===== src/rtl/core_pkg.sv =====
// Shared types and constants for the memory-access stage.
//   ma_state_t      : MA state machine encoding (IDLE, REQ, WAIT)
//   MEM_OP_*        : load/store funct3 encodings
//   EXC_*           : fault cause codes reported on ma_exc_cause
//   is_misaligned() : natural-alignment test used when the misalignment
//                     check (CORE_MA_MISALIGN_CHECK_EN) is compiled in
package core_pkg;

  typedef enum logic [1:0] {
    IDLE = 2'd0,
    REQ  = 2'd1,
    WAIT = 2'd2
  } ma_state_t;

  localparam logic [2:0] MEM_OP_B  = 3'b000;
  localparam logic [2:0] MEM_OP_H  = 3'b001;
  localparam logic [2:0] MEM_OP_W  = 3'b010;
  localparam logic [2:0] MEM_OP_BU = 3'b100;
  localparam logic [2:0] MEM_OP_HU = 3'b101;

  localparam logic [3:0] EXC_LD_MISALIGN = 4'd4;
  localparam logic [3:0] EXC_LD_FAULT    = 4'd5;
  localparam logic [3:0] EXC_ST_MISALIGN = 4'd6;
  localparam logic [3:0] EXC_ST_FAULT    = 4'd7;

  // Halfwords must sit on even addresses, words on multiples of four.
  function automatic logic is_misaligned(input logic [2:0] op, input logic [1:0] addr);
    case (op)
      MEM_OP_H, MEM_OP_HU: return addr[0];
      MEM_OP_W:            return addr != 2'b00;
      default:             return 1'b0;
    endcase
  endfunction

endpackage


===== src/rtl/core_ma_align.sv =====
// Combinational lane alignment for the memory-access stage.
//   op, addr    : funct3 and low address bits of the access
//   data        : store data from the instruction
//   rdata       : raw word returned by the data bus
//   be, wdata   : byte enables and lane-replicated store data
//   rdata_ext   : selected load lane, sign- or zero-extended per op
// Halfword lanes use addr[1] only, so an unaligned halfword is truncated
// to the halfword containing it.
module core_ma_align
  import core_pkg::*;
(
  input  logic [2:0]  op,
  input  logic [1:0]  addr,
  input  logic [31:0] data,
  input  logic [31:0] rdata,
  output logic [3:0]  be,
  output logic [31:0] wdata,
  output logic [31:0] rdata_ext
);

  logic [7:0]  lane_b;
  logic [15:0] lane_h;

  assign lane_b = rdata[{addr, 3'b000} +: 8];
  assign lane_h = rdata[{addr[1], 4'b0000} +: 16];

  always_comb begin
    be        = 4'b1111;
    wdata     = data;
    rdata_ext = rdata;
    case (op)
      MEM_OP_B, MEM_OP_BU: begin
        be        = 4'b0001 << addr;
        wdata     = {4{data[7:0]}};
        rdata_ext = (op == MEM_OP_B) ? {{24{lane_b[7]}}, lane_b} : {24'd0, lane_b};
      end
      MEM_OP_H, MEM_OP_HU: begin
        be        = 4'b0011 << {addr[1], 1'b0};
        wdata     = {2{data[15:0]}};
        rdata_ext = (op == MEM_OP_H) ? {{16{lane_h[15]}}, lane_h} : {16'd0, lane_h};
      end
      default: ;
    endcase
  end

endmodule


===== src/rtl/core_ma.sv =====
// Memory-access pipeline stage.
//   em_*    : EX/MEM register input with em_valid/em_ready handshake
//   mw_*    : MEM/WB register output (read by writeback and EX bypass)
//   dbus_*  : single-outstanding data bus (request + load response)
//   ma_exc_*: one-cycle fault pulse, cause and faulting address
// Parameter TIMEOUT_CYCLES aborts an access stuck in REQ/WAIT (0 = never).
// Macro CORE_MA_MISALIGN_CHECK_EN: when defined, misaligned H/W accesses
// fault instead of reaching the bus.
module core_ma
  import core_pkg::*;
#(
  parameter int unsigned TIMEOUT_CYCLES = 0
) (
  input  logic        clk,
  input  logic        rest,
  input  logic        em_valid,
  output logic        em_ready,
  input  logic [31:0] em_reg_data_mem_addr,
  input  logic [31:0] em_csr_data_mem_data,
  input  logic        em_mem_read,
  input  logic        em_mem_write,
  input  logic [2:0]  em_mem_op_type,
  input  logic [4:0]  em_rd,
  input  logic        em_reg_write,
  input  logic [11:0] em_csr,
  input  logic        em_csr_write,
  output logic        mw_valid,
  output logic [4:0]  mw_rd,
  output logic        mw_reg_write,
  output logic [31:0] mw_reg_write_data,
  output logic        mw_mem_data_valid,
  output logic [11:0] mw_csr,
  output logic        mw_csr_write,
  output logic [31:0] mw_csr_data,
  output logic        dbus_req_valid,
  input  logic        dbus_req_ready,
  output logic [31:0] dbus_req_addr,
  output logic        dbus_req_write,
  output logic [31:0] dbus_req_wdata,
  output logic [3:0]  dbus_req_be,
  input  logic        dbus_rsp_valid,
  input  logic [31:0] dbus_rsp_rdata,
  output logic        ma_exc_valid,
  output logic [3:0]  ma_exc_cause,
  output logic [31:0] ma_exc_addr
);

  localparam logic [31:0] TIMEOUT_LAST =
    (TIMEOUT_CYCLES == 0) ? 32'd0 : 32'(TIMEOUT_CYCLES - 1);

  ma_state_t   state;
  logic [31:0] addr_held;
  logic [2:0]  op_held;
  logic        store_held;
  logic [31:0] tmo_cnt;

  logic        handshake;
  logic        is_mem;
  logic        misalign;
  logic        timeout_hit;
  logic [2:0]  align_op;
  logic [1:0]  align_addr;
  logic [3:0]  align_be;
  logic [31:0] align_wdata;
  logic [31:0] align_rdata;

  assign em_ready  = (state == IDLE);
  assign handshake = em_valid && em_ready;
  assign is_mem    = em_mem_read || em_mem_write;

  // In IDLE the aligner shapes the incoming store; afterwards it extracts
  // the load lane using the op/address captured at the handshake.
  assign align_op   = (state == IDLE) ? em_mem_op_type : op_held;
  assign align_addr = (state == IDLE) ? em_reg_data_mem_addr[1:0] : addr_held[1:0];

  // >= rather than == so a request accepted on the last allowed cycle still
  // times out in WAIT instead of waiting forever.
  assign timeout_hit = (TIMEOUT_CYCLES != 0) && (tmo_cnt >= TIMEOUT_LAST);

`ifdef CORE_MA_MISALIGN_CHECK_EN
  assign misalign = is_mem && is_misaligned(em_mem_op_type, em_reg_data_mem_addr[1:0]);
`else
  assign misalign = 1'b0;
`endif

  core_ma_align u_align (
    .op        (align_op),
    .addr      (align_addr),
    .data      (em_csr_data_mem_data),
    .rdata     (dbus_rsp_rdata),
    .be        (align_be),
    .wdata     (align_wdata),
    .rdata_ext (align_rdata)
  );

  always_ff @(posedge clk or posedge rest) begin
    if (rest) begin
      state             <= IDLE;
      addr_held         <= '0;
      op_held           <= '0;
      store_held        <= 1'b0;
      tmo_cnt           <= '0;
      mw_valid          <= 1'b0;
      mw_rd             <= '0;
      mw_reg_write      <= 1'b0;
      mw_reg_write_data <= '0;
      mw_mem_data_valid <= 1'b0;
      mw_csr            <= '0;
      mw_csr_write      <= 1'b0;
      mw_csr_data       <= '0;
      dbus_req_valid    <= 1'b0;
      dbus_req_addr     <= '0;
      dbus_req_write    <= 1'b0;
      dbus_req_wdata    <= '0;
      dbus_req_be       <= '0;
      ma_exc_valid      <= 1'b0;
      ma_exc_cause      <= '0;
      ma_exc_addr       <= '0;
    end else begin
      ma_exc_valid <= 1'b0;
      case (state)
        IDLE: begin
          if (handshake) begin
            mw_valid     <= 1'b1;
            mw_rd        <= em_rd;
            mw_reg_write <= em_reg_write;
            mw_csr       <= em_csr;
            mw_csr_write <= em_csr_write;
            mw_csr_data  <= em_csr_data_mem_data;
            if (!is_mem) begin
              mw_reg_write_data <= em_reg_data_mem_addr;
              mw_mem_data_valid <= 1'b1;
            end else if (misalign) begin
              ma_exc_valid      <= 1'b1;
              ma_exc_cause      <= em_mem_write ? EXC_ST_MISALIGN : EXC_LD_MISALIGN;
              ma_exc_addr       <= em_reg_data_mem_addr;
              mw_reg_write      <= 1'b0;
              mw_reg_write_data <= '0;
              mw_mem_data_valid <= 1'b1;
            end else begin
              addr_held         <= em_reg_data_mem_addr;
              op_held           <= em_mem_op_type;
              store_held        <= em_mem_write;
              tmo_cnt           <= '0;
              dbus_req_valid    <= 1'b1;
              dbus_req_addr     <= {em_reg_data_mem_addr[31:2], 2'b00};
              dbus_req_write    <= em_mem_write;
              dbus_req_wdata    <= align_wdata;
              dbus_req_be       <= align_be;
              mw_reg_write_data <= '0;
              mw_mem_data_valid <= 1'b0;
              state             <= REQ;
            end
          end else begin
            mw_valid <= 1'b0;
          end
        end

        REQ, WAIT: begin
          tmo_cnt <= tmo_cnt + 32'd1;
          if (state == REQ && dbus_req_ready) begin
            dbus_req_valid <= 1'b0;
            dbus_req_write <= 1'b0;
            dbus_req_be    <= '0;
            dbus_req_wdata <= '0;
            if (store_held) begin
              mw_mem_data_valid <= 1'b1;
              state             <= IDLE;
            end else begin
              state <= WAIT;
            end
          end else if (state == WAIT && dbus_rsp_valid) begin
            // A response in the timeout cycle wins over the abort.
            mw_reg_write_data <= align_rdata;
            mw_mem_data_valid <= 1'b1;
            state             <= IDLE;
          end else if (timeout_hit) begin
            dbus_req_valid    <= 1'b0;
            dbus_req_write    <= 1'b0;
            dbus_req_be       <= '0;
            dbus_req_wdata    <= '0;
            ma_exc_valid      <= 1'b1;
            ma_exc_cause      <= store_held ? EXC_ST_FAULT : EXC_LD_FAULT;
            ma_exc_addr       <= addr_held;
            mw_reg_write      <= 1'b0;
            mw_mem_data_valid <= 1'b1;
            state             <= IDLE;
          end
        end

        default: state <= IDLE;
      endcase
    end
  end

endmodule


===== config.mk =====
export PLATFORM = sky130hd
export DESIGN_NAME = core_ma
export DESIGN_NICKNAME = d
export VERILOG_FILES = /design/src/rtl/core_pkg.sv /design/src/rtl/core_ma_align.sv /design/src/rtl/core_ma.sv
export SDC_FILE = /design/constraint.sdc
export NUM_CORES = 1
export LEC_CHECK = 0
export ABC_AREA = 1
export CORE_ASPECT_RATIO = 0.6
export CORE_MARGIN = 8
export CORE_UTILIZATION = 40
export DETAILED_ROUTE_END_ITERATION = 10
export PLACE_DENSITY = 0.79
export REMOVE_ABC_BUFFERS = 1
export SLEW_MARGIN = 20
export SYNTH_ARGS = -nofsm -noshare
export SYNTH_HDL_FRONTEND = slang
export SYNTH_HIERARCHICAL = 1
export SYNTH_SLANG_ARGS = --single-unit

===== constraint.sdc =====
create_clock -name clk -period 6.5 [get_ports clk]
set_input_delay 1.625 -clock clk [delete_from_list [all_inputs] [get_ports clk]]
set_output_delay 1.625 -clock clk [all_outputs]
set_load 0.005 [all_outputs]

==> metrics.md, run 1 <==
| Metric | Value |
|---|---|
| Status | `finished, final reports clean` |
| Cell Pwr Density | `479 nW/um2` |
| Die area | `25,200 um2` |
| WS Path Type | `input pin to flip-flop` |
| Max Slew Vio Count | `0` |
| Inserted Clock Buffers | `17` |
| Pin count of the biggest net entering global routing | `80` |
| Rows | `40` |
| Wire length per cell | `18.1 um` |
| Layout Cells excl Fill | `1,523` |
| Min-delay worst type | `flip-flop to flip-flop` |
| Slowest cell on crit path | `nand2_1` |
| Cell family with most CP delay | `simple AND/OR/NAND/NOR gates` |
| Ant diodes | `0` |
| CTS tree | `done` |
| Hold slack | `0.468 ns` |
| Pre-CTS worst setup slack | `2.04 ns` |
| Initial DRC count | `535` |
| Drt pass-1 iters | `5` |
| GRT overflow | `0` |
| RSZ-0062 raised after global routing | `no` |
| GP Congestion | `0.841` |
| DRC viols | `0` |
| Post-route setup slack | `2.31 ns` |
| Minimum clock period | `4.19 ns` |
| Tcrit/Tclk final | `0.644` |
| DP Area | `10,800 um2` |
| Layout cell share with drive strength beyond 1 | `0.0912` |
| Core ar. | `19,900 um2` |
| Cts-stage hold buffer count | `0` |
| Critical Path End Type | `flip-flop` |
| Final ANT Viol Nets | `0` |
| Post-CTS Resized | `0` |
| F_max | `239 MHz` |
| First-pass GRT wire length | `42,500 um` |
| CTS Root Cell | `clkbuf_16` |
| Arrival time worst endpoint | `4.49 ns` |
| CP dominant cell by count | `nand2_1` |
| H-Tree Depth | `4` |
| Final Instance Area | `11,300 um2` |
| CP Launch Type | `input pin` |
| CTS Sinks | `161` |
| Max-cap violations | `0` |
| HPWL reported at the end of detailed placement | `19,800 um` |
| Insertion delay to the later sink of the worst-skew pair | `0.42 ns` |
| Clock Skew | `0.00996 ns` |
| Synth Area per Inst | `8.16 um2` |
| P&R area growth vs syn | `40.4%` |
| Placed Cells incl. Taps | `1,491` |
| Initial antenna violation count | `0` |
| Final Power | `5.43 mW` |
| Port bufs | `278` |
| Max-slew headroom | `0.276` |
| Final setup TNS | `0 ns` |
| Initial Util | `0.406` |
| Mapped Area | `8080 um2` |
| Vias in the first global route | `7,269` |
| Reg2reg setup slack | `2.85 ns` |
| CP max stage delay | `0.58 ns` |
| Clock buffer depth | `2` |
| Fill cells | `1,838` |
| Worst Tran Pin Value | `1.08 ns` |
| Drt total wl | `27,500 um` |
| Setup Buffers After CTS | `0` |
| Crit path max fanout | `36` |
| GRT Total Usage | `0.215` |
| Yosys warning count | `6` |
| Endpoints failing setup | `0` |
| Worst vdd ir | `0.269 mV` |
| Yosys cell types | `26` |
| Final Hold Fails | `0` |
| Worst EP required | `6.81 ns` |
| Die W | `199 um` |
| IO Pins | `318` |
| Via/cell ratio | `4.85` |
| Cell Chain, Critical Path | `clkdlybuf4s50_1 -> nand2_1 -> o21ai_4 -> buf_4 -> inv_2 -> nand2_1 -> nor2_1 -> nand2_2 -> nand3_1 -> nand2_1 -> nand2_1 -> nand2_1 -> nand2_1` |
| Seq/Total Area, Yosys | `0.499` |
| CP bufs+invs | `3` |
| Die Y | `126 um` |
| Clock-pin slew on the worst setup and hold paths | `0.06 ns` |
| Gate Count Post-Synth | `990` |
| FF+latch count, synth | `161` |
| Fin nets | `1,365` |
| Routed vias | `7,380` |
| Final Util | `0.570` |
| P_leak | `5.62 nW` |
## power by group
| part | total (mW) | internal [mW] | switching, mW |
|---|---|---|---|
| clock network | 1.00 | 0.576 | 0.429 |
| registers | 1.68 | 1.45 | 0.237 |
| logic | 2.74 | 1.29 | 1.45 |
| total | 5.43 | 3.31 | 2.12 |
## layout by cell type (no fill, tap or decap), drive strengths merged
cell type	count
nand2	534
clkdlybuf4s50	278
dfrtp	161
nand3	70
mux2	51
conb	39
inv	34
o21ai	22
clkbuf	19
o211ai	9
nor2	8
buf	6
clkinv	6
clkinvlp	4
ha	3
nand4	2
bufinv	2
nand3b	1
a21oi	1
## tightest hold or removal path, cell delays in order, from the launching register on
cell,delay (ns)
dfrtp_1,0.34
nand2_1,0.05
nand2_1,0.04
## layer usage
layer  routed length, um  share of wire  up-vias  GRT usage
li1                    -              -     3517          -
met1               12300           0.45     3501      0.294
met2               12300           0.45      340      0.327
met3                2690          0.098       22     0.0739
met4                 223         0.0081        0     0.0418
met5                   0              0        -          0
## path summary, 6_finish.rpt
path / from / to / cells after the start
worst max register to register: state[0] / mw_reg_write_data[21] / 14
worst min-delay path: dbus_req_addr[14] / dbus_req_addr[14] / 2
worst max-delay path: em_mem_op_type[1] / mw_reg_write_data[21] / 13
min in group asynchronous: rest / mw_csr[8] / 2
worst min register to register: dbus_req_addr[14] / dbus_req_addr[14] / 2
max in group asynchronous: rest / dbus_req_wdata[28] / 3
## cells by family (layout without fill, tap and decap cells)
logic type               after synthesis  count (layout)  share of synthesized area
flip-flops                           161             161                      0.499
buffers and inverters                127             349                     0.0963
other                                  1              39                   0.000464
AO/OA/AOI/OAI                         32              32                     0.0226
AND/OR/NAND/NOR                      615             615                      0.306
multiplexers                          51              51                     0.0711
adder cells (fa/ha/maj)                3               3                    0.00465
## final cells by class
| class | count | area [um2] | area share |
|---|---|---|---|
| flip-flops and latches | 161 | 4030 | 0.355 |
| clock buffers | 19 | 443 | 0.0390 |
| multi-input cells | 740 | 3440 | 0.303 |
| repair buffers | 284 | 2830 | 0.249 |
| clock inverters | 13 | 136 | 0.0120 |
| well taps | 273 | 342 | 0.0301 |
| inverters | 33 | 131 | 0.0116 |
## flip-flops by register name (all words and copies together), names as in the netlist, 2 cells and up
name,count
mw_csr_data,32
op_held,3
dbus_req_be,4
mw_rd,5
mw_reg_write_data,32
dbus_req_wdata,32
addr_held,2
state,2
mw_csr,12
dbus_req_addr,30
## cell usage after synthesis
master	n	area share
inv_2	7	0.0033
o21ai_0	21	0.013
o21ai_1	1	0.00062
ha_1	3	0.0046
buf_4	58	0.054
nand3_2	2	0.0025
inv_1	25	0.012
nand2_1	526	0.24
nand4_1	2	0.0015
buf_2	20	0.012
mux2_2	51	0.071
nand2_4	2	0.0028
nor2_2	3	0.0023
buf_6	6	0.0084
nand2_2	6	0.0046
buf_8	1	0.0019
dfrtp_1	161	0.50
nand3_1	68	0.042
o211ai_1	9	0.0084
inv_4	1	0.00077
nor2_1	2	0.00093
clkbuf_1	9	0.0042
nor2_4	3	0.0042
conb_1	1	0.00046
nand3b_1	1	0.00093
a21oi_1	1	0.00062
No activity file was read; power rests on OpenSTA's default activity.
==> run 2, diff against run 1 <==
==> constraint.sdc (replaced) <==
create_clock -name clk -period 4.4 [get_ports clk]
set_input_delay 1.1 -clock clk [delete_from_list [all_inputs] [get_ports clk]]
set_output_delay 1.1 -clock clk [all_outputs]
set_load 0.005 [all_outputs]
==> metrics.md, run 2 (synthesized netlist as in run 1, its figures left out) <==
| Metric | Value |
|---|---|
| Fill cells | `1,767` |
| Clock Skew | `0.0114 ns` |
| Sw Share | `0.386` |
| Cell Chain, Critical Path | `inv_1 -> ha_1 -> clkdlybuf4s50_1` |
| Drt pass-1 iters | `7` |
| Cts-stage hold buffer count | `0` |
| Initial DRC count | `516` |
| CTS Sinks | `161` |
| Pin count of the biggest net entering global routing | `62` |
| Final ANT Viol Nets | `0` |
| Cell family with most CP delay | `buffers and inverters` |
| Clock-pin slew on the worst setup and hold paths | `0.06 ns` |
| Max-slew headroom | `0.416` |
| P&R area growth vs syn | `40.9%` |
| Min-delay worst type | `flip-flop to flip-flop` |
| Tcrit/Tclk final | `0.731` |
| GP Congestion | `0.835` |
| F_max | `311 MHz` |
| Insertion delay to the later sink of the worst-skew pair | `0.43 ns` |
| Wire length per cell | `17.7 um` |
| CTS Root Cell | `clkbuf_16` |
| Worst EP required | `3.30 ns` |
| Status | `finished, final reports clean` |
| Top Registers | `dbus_req_wdata (32), mw_csr_data (32), mw_reg_write_data (32)` |
| Ant diodes | `0` |
| GRT overflow | `0` |
| Commonest non-fill, non-tap cell in the layout | `nand2_1` |
| CTS tree | `done` |
| Post-CTS Resized | `0` |
| Arrival time worst endpoint | `2.12 ns` |
| Cell Pwr Density | `705 nW/um2` |
| Slowest cell on crit path | `clkdlybuf4s50_1` |
| DP Area | `10,800 um2` |
| Inserted Clock Buffers | `17` |
| Crit path max fanout | `12` |
| Final Hold Fails | `0` |
| First-pass GRT wire length | `42,900 um` |
| CP Launch Type | `flip-flop` |
| Placed Cells incl. Taps | `1,493` |
| Endpoints failing setup | `0` |
| Minimum clock period | `3.22 ns` |
| Die Y | `126 um` |
| Layout Cells excl Fill | `1,525` |
| Max-cap violations | `0` |
| Critical Path End Type | `primary output` |
| Core ar. | `19,900 um2` |
| P_leak | `5.66 nW` |
| Final Power | `8.03 mW` |
| Initial antenna violation count | `0` |
| Worst vdd ir | `0.350 mV` |
| Vias in the first global route | `7,607` |
| RSZ-0062 raised after global routing | `no` |
| Layout cell share with drive strength beyond 1 | `0.0919` |
| IO Pins | `318` |
| Final Instance Area | `11,400 um2` |
| DRC viols | `0` |
| Cell internal pwr | `4.93 mW` |
| GRT Total Usage | `0.215` |
| Switching power | `3.10 mW` |
| CP max stage delay | `0.63 ns` |
| Rows | `40` |
| Routed vias | `7,492` |
| Drt total wl | `27,000 um` |
| Die W | `199 um` |
| H-Tree Depth | `4` |
| CP bufs+invs | `2` |
| Clock Power Share | `0.186` |
| Via/cell ratio | `4.91` |
| WS Path Type | `flip-flop to primary output` |
| Max Slew Vio Count | `0` |
| Die area | `25,200 um2` |
| Port bufs | `278` |
| Commonest non-fill, non-tap cells in the layout | `nand2_1, clkdlybuf4s50_1, dfrtp_1, nand3_1, mux2_2` |
| Setup Buffers After CTS | `0` |
| Sequential power share | `0.308` |
| Worst Tran Pin Value | `0.877 ns` |
| Initial Util | `0.406` |
| Combinational power share | `0.506` |
| Clock buffer depth | `2` |
| Fin nets | `1,367` |
| HPWL reported at the end of detailed placement | `19,700 um` |
[run 2: cell types whose count changed in the layout (fill, tap and decap cells not counted), sizes merged]
cell      previous run  this run
clkinv               6         7
buf                  6         8
clkbuf              19        22
clkinvlp             4         0
[run 2: cell type report]
| cell class | count | area, um2 | share of cell area |
|---|---|---|---|
| Clock buffer | 22 | 474 | 0.0416 |
| Clock inverter | 10 | 108 | 0.00945 |
| Inverter | 33 | 131 | 0.0115 |
| Multi-Input combinational cell | 740 | 3440 | 0.302 |
| Sequential cell | 161 | 4030 | 0.354 |
| Tap cell | 273 | 342 | 0.0300 |
| Timing Repair Buffer | 286 | 2870 | 0.252 |
[run 2: through the flow]
step                      utilization  setup WS [ns]  hold slack [ns]  TNS, ns
after floorplan                     -          -1.05            0.453  -168.77
after global placement          0.543          0.883            0.454        0
after detailed placement        0.543          0.850            0.458        0
after CTS                       0.572           1.16            0.476        0
after global routing            0.572          0.940            0.491        0
final                           0.572           1.18            0.471        0
[run 2: power groups by stage]
| stage | combinational, mW | sequential [mW] | clock (mW) |
|---|---|---|---|
| 5_1_grt | 4.48 | 2.56 | 1.57 |
| 4_1_cts | 4.10 | 2.47 | 1.52 |
| 2_1_floorplan | 1.87 | 2.52 | 0 |
| 3_5_place_dp | 4.07 | 2.49 | 0 |
| 6_report | 4.06 | 2.48 | 1.49 |
| 3_3_place_gp | 4.00 | 2.45 | 0 |
[run 2: worst reg2reg max path, cell delays in order (launching register included)]
cell and delay (ns):
dfrtp_1 0.41, inv_1 0.10, ha_1 0.56, inv_4 0.13
o21ai_0 0.63, inv_2 0.19, nand2_1 0.12, nand2_1 0.08
nand2_2 0.39, nand3_1 0.19, nand2_1 0.11, nand2_1 0.05
nand2_1 0.06, nand2_1 0.05
[run 2: worst paths after layout]
kind,depth (start not counted),from,end,slack (ns)
setup / recovery,3,state[1],em_ready,1.18
hold / removal,2,dbus_req_addr[30],dbus_req_addr[30],0.47
hold reg to reg,2,dbus_req_addr[30],dbus_req_addr[30],0.47
setup reg to reg,13,state[1],mw_reg_write_data[14],1.21
min in group asynchronous,2,rest,mw_rd[0],1.13
max in group asynchronous,3,rest,mw_csr_data[19],2.57
[run 2: routing by layer]
| metal | vias up | global-route usage | part of all wire |
|---|---|---|---|
| met2 | 336 | 0.333 | 0.45 |
| met5 | - | 0 | 0 |
| met4 | 0 | 0.0556 | 0.014 |
| met3 | 34 | 0.0673 | 0.096 |
| li1 | 3510 | - | - |
| met1 | 3612 | 0.288 | 0.44 |
